File: src/rtl/pc_fetch_pkg.sv
// Shared types and constants for the instruction fetch unit.
package pc_fetch_pkg;

  typedef logic [31:0] pc_t;
  typedef logic [31:0] inst_t;

  typedef enum logic [1:0] {
    IDLE  = 2'd0,
    FETCH = 2'd1,
    FLUSH = 2'd2
  } fetch_state_e;

  localparam pc_t PC_STEP = 32'd4;

  // Sequential successor; wraps naturally at 32 bits.
  function automatic pc_t pc_next(input pc_t pc);
    return pc + PC_STEP;
  endfunction

endpackage

File: src/rtl/fetch_fifo.sv
// Synchronous FIFO with a single-cycle flush; DEPTH must be a power of two.
module fetch_fifo #(
  parameter int WIDTH = 64,
  parameter int DEPTH = 4
) (
  input  logic                     clk,
  input  logic                     rst_n,
  input  logic                     flush_i,
  input  logic                     push_i,
  input  logic [WIDTH-1:0]         wdata_i,
  input  logic                     pop_i,
  output logic [WIDTH-1:0]         rdata_o,
  output logic                     empty_o,
  output logic [$clog2(DEPTH):0]   count_o
);

  localparam int AW = $clog2(DEPTH);
  localparam logic [AW-1:0] PTR_ONE = 1;

  logic [WIDTH-1:0] mem_q [DEPTH];
  logic [AW-1:0]    wr_q, wr_d, rd_q, rd_d;
  logic [AW:0]      cnt_q, cnt_d;
  logic             do_push, do_pop;

  // A full FIFO still accepts a push when the head leaves in the same cycle.
  assign do_pop  = pop_i & (cnt_q != '0);
  assign do_push = push_i & ((cnt_q != (AW+1)'(DEPTH)) | do_pop);

  always_comb begin
    wr_d  = wr_q;
    rd_d  = rd_q;
    cnt_d = cnt_q + (AW+1)'(do_push) - (AW+1)'(do_pop);
    if (do_push) wr_d = wr_q + PTR_ONE;
    if (do_pop)  rd_d = rd_q + PTR_ONE;
    if (flush_i) begin
      wr_d  = '0;
      rd_d  = '0;
      cnt_d = '0;
    end
  end

  always_ff @(posedge clk or negedge rst_n) begin
    if (!rst_n) begin
      wr_q  <= '0;
      rd_q  <= '0;
      cnt_q <= '0;
    end else begin
      wr_q  <= wr_d;
      rd_q  <= rd_d;
      cnt_q <= cnt_d;
    end
  end

  always_ff @(posedge clk) begin
    if (do_push && !flush_i) mem_q[wr_q] <= wdata_i;
  end

  assign rdata_o = mem_q[rd_q];
  assign empty_o = (cnt_q == '0);
  assign count_o = cnt_q;

endmodule

File: src/rtl/pc_fetch_unit.sv
// Fetch PC holder: issues in-order imem reads, buffers {pc, inst} for decode, handles redirects.
// Optional FETCH_MISALIGN_CHK_EN: misaligned redirects are ignored and flagged on misalign_err.
module pc_fetch_unit
  import pc_fetch_pkg::*;
#(
  parameter pc_t RESET_PC   = 32'd0,
  parameter int  FIFO_DEPTH = 4,
  parameter int  MAX_OUTST  = 4
) (
  input  logic        clk,
  input  logic        rst_n,
  input  logic        fetch_en,
  input  logic        redirect_valid,
  input  logic [31:0] redirect_pc,
  output logic        imem_req_valid,
  output logic [31:0] imem_req_addr,
  input  logic        imem_req_ready,
  input  logic        imem_rsp_valid,
  input  logic [31:0] imem_rsp_data,
  output logic        inst_valid,
  output logic [31:0] inst_pc,
  output logic [31:0] inst_data,
  input  logic        inst_ready
`ifdef FETCH_MISALIGN_CHK_EN
  ,
  output logic        misalign_err
`endif
);

  localparam int RCW = $clog2(FIFO_DEPTH) + 1;
  localparam int CW  = RCW + 1;
  localparam logic [CW-1:0] CNT_ONE = 1;

  fetch_state_e  state_q, state_d;
  pc_t           fetch_pc_q, fetch_pc_d;
  logic [CW-1:0] outst_q, outst_d, drop_q, drop_d, credit_sum;
  logic          req_fire, rsp_ok, redirect_eff;
  pc_t           redirect_tgt, pcq_head;
  inst_t         rsp_word;
  logic [63:0]   rsp_head;
  logic          rsp_empty, pcq_empty;
  logic [RCW-1:0] rsp_cnt, pcq_cnt;
  logic          unused_pcq;

`ifdef FETCH_MISALIGN_CHK_EN
  logic misalign_q;
  assign redirect_eff = redirect_valid & (redirect_pc[1:0] == 2'b00);
  assign redirect_tgt = redirect_pc;
  assign misalign_err = misalign_q;

  always_ff @(posedge clk or negedge rst_n) begin
    if (!rst_n) misalign_q <= 1'b0;
    else if (redirect_valid && redirect_pc[1:0] != 2'b00) misalign_q <= 1'b1;
  end
`else
  logic unused_lsb;
  assign redirect_eff = redirect_valid;
  assign redirect_tgt = {redirect_pc[31:2], 2'b00};
  assign unused_lsb   = ^redirect_pc[1:0];
`endif

  assign req_fire   = imem_req_valid & imem_req_ready;
  // Responses with nothing in flight belong to the memory's own reset domain.
  assign rsp_ok     = imem_rsp_valid & (outst_q != '0);
  assign rsp_word   = imem_rsp_data;
  assign credit_sum = outst_q + CW'(rsp_cnt);
  assign outst_d    = outst_q + CW'(req_fire) - CW'(rsp_ok);
  assign unused_pcq = ^{pcq_empty, pcq_cnt};

  always_comb begin
    fetch_pc_d = fetch_pc_q;
    drop_d     = drop_q;
    if (req_fire) fetch_pc_d = pc_next(fetch_pc_q);
    if (rsp_ok && drop_q != '0) drop_d = drop_q - CNT_ONE;
    // Every request still in flight after a redirect belongs to the stale stream.
    if (redirect_eff) begin
      fetch_pc_d = redirect_tgt;
      drop_d     = outst_d;
    end
  end

  always_ff @(posedge clk or negedge rst_n) begin
    if (!rst_n) begin
      fetch_pc_q <= RESET_PC;
      outst_q    <= '0;
      drop_q     <= '0;
    end else begin
      fetch_pc_q <= fetch_pc_d;
      outst_q    <= outst_d;
      drop_q     <= drop_d;
    end
  end

  always_ff @(posedge clk or negedge rst_n) begin
    if (!rst_n) state_q <= IDLE;
    else        state_q <= state_d;
  end

  always_comb begin
    state_d = state_q;
    unique case (state_q)
      IDLE:    if (fetch_en) state_d = FETCH;
      FETCH:   if (redirect_eff && outst_d != '0)     state_d = FLUSH;
               else if (!fetch_en && outst_q == '0)  state_d = IDLE;
      FLUSH:   if (drop_d == '0) state_d = FETCH;
      default: state_d = IDLE;
    endcase
  end

  always_comb begin
    imem_req_valid = (state_q == FETCH) & fetch_en & !redirect_valid & (drop_q == '0)
                   & (outst_q < CW'(MAX_OUTST)) & (credit_sum < CW'(FIFO_DEPTH));
  end

  assign imem_req_addr = fetch_pc_q;

  // In-flight PCs are never flushed: dropped responses still retire their entry.
  fetch_fifo #(.WIDTH(32), .DEPTH(FIFO_DEPTH)) u_pc_q (
    .clk     (clk),
    .rst_n   (rst_n),
    .flush_i (1'b0),
    .push_i  (req_fire),
    .wdata_i (fetch_pc_q),
    .pop_i   (rsp_ok),
    .rdata_o (pcq_head),
    .empty_o (pcq_empty),
    .count_o (pcq_cnt)
  );

  fetch_fifo #(.WIDTH(64), .DEPTH(FIFO_DEPTH)) u_rsp_q (
    .clk     (clk),
    .rst_n   (rst_n),
    .flush_i (redirect_eff),
    .push_i  (rsp_ok & (drop_q == '0)),
    .wdata_i ({pcq_head, rsp_word}),
    .pop_i   (inst_valid & inst_ready),
    .rdata_o (rsp_head),
    .empty_o (rsp_empty),
    .count_o (rsp_cnt)
  );

  assign inst_valid = !rsp_empty;
  assign inst_pc    = rsp_head[63:32];
  assign inst_data  = rsp_head[31:0];

endmodule

File: config.mk
export PLATFORM = sky130hd
export DESIGN_NAME = pc_fetch_unit
export DESIGN_NICKNAME = d
export VERILOG_FILES = /design/src/rtl/pc_fetch_pkg.sv /design/src/rtl/fetch_fifo.sv /design/src/rtl/pc_fetch_unit.sv
export SDC_FILE = /design/constraint.sdc
export NUM_CORES = 1
export LEC_CHECK = 0
export ABC_CLOCK_PERIOD_IN_PS = 4350
export CORE_MARGIN = 2
export CORE_UTILIZATION = 40
export DETAILED_ROUTE_END_ITERATION = 8
export SYNTH_ARGS = -nofsm -noshare
export SYNTH_HDL_FRONTEND = slang
export SYNTH_HIERARCHICAL = 1
export SYNTH_SLANG_ARGS = --single-unit
File: constraint.sdc
create_clock -name clk -period 4.35 [get_ports clk]
set_clock_uncertainty 0.2 [all_clocks]
set_input_delay 1.305 -clock clk [delete_from_list [all_inputs] [get_ports clk]]
set_output_delay 1.305 -clock clk [all_outputs]
set_load 0.02 [all_outputs]
==> metrics <==
clock latency on the worst-skew pair=around 0.55 ns; Die X=between 200 and 250 um; vias per inst=approximately 5.2; Core Util, Final=50.7%; leakage power=around 7.4 nW; WP buf/inv=2; CP Cell Sequence=buf_12 > mux4_2 > clkdlybuf4s50_1; Diodes inserted=0; NetSw=roughly 2.5 mW; Tmin final=4.20 ns; Max Clk Rate=between 0.2 and 0.25 GHz; # setup viols final=0; PD cells=477 nW/um2; RSZ-0062 raised after global routing=false; gp weighted congestion=approximately 0.82; fraction of layout cells with a size suffix above 1=between 20% and 30%; worst-path maximum fanout=26; critical path endpoint category=output pin; Worst Setup Slack, final=0.153 ns; outcome=complete, no violations; antenna violations before repair=0; die area=about 46000 um2; CTS HTree Levels=2; clock network fraction of design power=a little over a third; cts bufs inserted=between 40 and 50; fin nets=1278; GRT Total Usage=16.9%; row count=76; core area=43400 um2; Pre-antenna DRT Iters=5; Worst EP arrival=about 2.7 ns; crit path kind=flip-flop to output pin; CTS tree=done; slew at the pin with the worst max-slew slack=1.05 ns; IO buf count=roughly 160; worst min path class=flip-flop to flip-flop; largest net degree at the start of global routing=65; critical path's slowest cell=dfrtp_4; drt drc=0; CP Launch Type=flip-flop; Area after DPL=just over 20000 um2; DP Cell Count=about 1700; first-pass GRT wire length=59500 um; Final Instance Area=around 22000 um2; slowest stage delay, CP=0.77 ns; Max clock buf depth=3; Max-slew headroom=~30%; Gate Count Post-Synth=~940; number of global-route vias before repair=about 9600; total power draw=10.5 mW; CTS Root Cell=clkbuf_16; DR iter-0 viols=around 700; wirelength, routed=just under 40000 um; Worst VDD drop=0.000260 V; DR vias=between 9000 and 10000; synth warn=6; Initial Utilization=around two fifths; average size of a mapped cell=roughly 19 um2; fin. max-slew vios=0; post-DP HPWL=roughly 25000 um; Sw Ratio=about a quarter; CP required=between 2 and 3 ns; Synth Cell Area=roughly 18000 um2; clock-pin transition on the worst setup and hold timing paths=about 0.07 ns; final period utilization=between 90% and 100%; Max-Cap Viols=0; # clock sinks=438; total grt overflow=0; Die Height=between 200 and 250 um; Top Ports=approximately 170; Post-Layout Cell Count=1800; Final Hold Vio Count=0; sequential share of power=approximately half; Top delay family on crit path=buffers and inverters; Place WS=-0.320 ns; Fillers=around 3600; cts-stage hold buffer count=0; post-route ant nets=0; Int Power=~7.9 mW; Gate power share=15.0%; routed len/inst=21.4 um; Area Growth Syn to Fin=24.5%
==> sequential cells by signal, indices dropped and copies added (netlist names) <==
name,cells
u_pc_q/rd_q,2
outst_q,4
u_pc_q/wr_q,2
drop_q,4
u_pc_q/mem_q,128
u_rsp_q/rd_q,2
imem_req_addr,30
u_pc_q/count_o,3
u_rsp_q/mem_q,256
state_q,2
u_rsp_q/wr_q,2
u_rsp_q/count_o,3
==> worst paths after layout <==
check	startpoint	cells past startpoint	to	slack, ns
setup / recovery	u_rsp_q/rd_q[0]	3	inst_pc[4]	0.15
hold / removal	state_q[1]	1	state_q[0]	0.32
setup reg to reg	outst_q[1]	15	state_q[1]	0.32
hold reg to reg	state_q[1]	1	state_q[0]	0.32
max in group asynchronous	rst_n	1	u_rsp_q/rd_q[0]	2.46
min in group asynchronous	rst_n	1	imem_req_addr[8]	0.74
==> metal layers <==
layer | vias up | routed length [um] | global-route usage (%) | part of all wire, %
li1 | 4247 | - | - | -
met1 | 4825 | 17400 | 23.9 | 45
met2 | 261 | 18400 | 27.0 | 48
met3 | 51 | 1790 | 2.88 | 4.7
met4 | 0 | 897 | 5.09 | 2.3
met5 | - | 0 | 0 | 0
==> cell usage in the layout (no fill, tap or decap), types with 11 or more instances in the layout <==
cell and count:
nand2_1 35, inv_1 44, nor2_1 31, buf_12 14, dfrtp_1 51, edfxtp_1 384
clkbuf_16 49, nand4_1 16, conb_1 11, mux4_2 96, nand3_1 18, o211ai_1 11
buf_4 54, a21oi_1 22, o21ai_1 11, clkdlybuf4s50_1 161, ha_1 20
==> power groups by stage <==
stage	registers [mW]	logic (mW)	clock network, mW
floorplan	5.08	1.02	0
global placement	5.17	1.56	0
detailed placement	5.17	1.58	0
CTS	5.09	1.58	3.94
global route	5.12	1.72	4.12
finish	5.08	1.57	3.84
==> through the flow <==
step | hold slack, ns | setup TNS (ns)
final | 0.320 | 0
after global routing | 0.348 | 0
after CTS | 0.323 | 0
after detailed placement | 0.325 | -0.831
after global placement | 0.321 | -0.963
after floorplan | 0.280 | 0
==> layout make-up <==
| type | instances | area, um2 | share of cell area (%) |
|---|---|---|---|
| multi-input cells | 421 | 4410 | 20.1 |
| clock buffers | 60 | 1280 | 5.81 |
| repair buffers | 232 | 2310 | 10.5 |
| well taps | 585 | 732 | 3.33 |
| inverters | 44 | 165 | 0.751 |
| clock inverters | 20 | 201 | 0.916 |
| flip-flops and latches | 438 | 12900 | 58.6 |
==> timing repair <==
item | CTS | global route
endpoints found under the setup margin | 1 | 2
gates cloned | 0 | 0
resized for setup | 1 | 4
setup buffers | 0 | 0
Note: power is estimated with default switching activity, not from simulation.
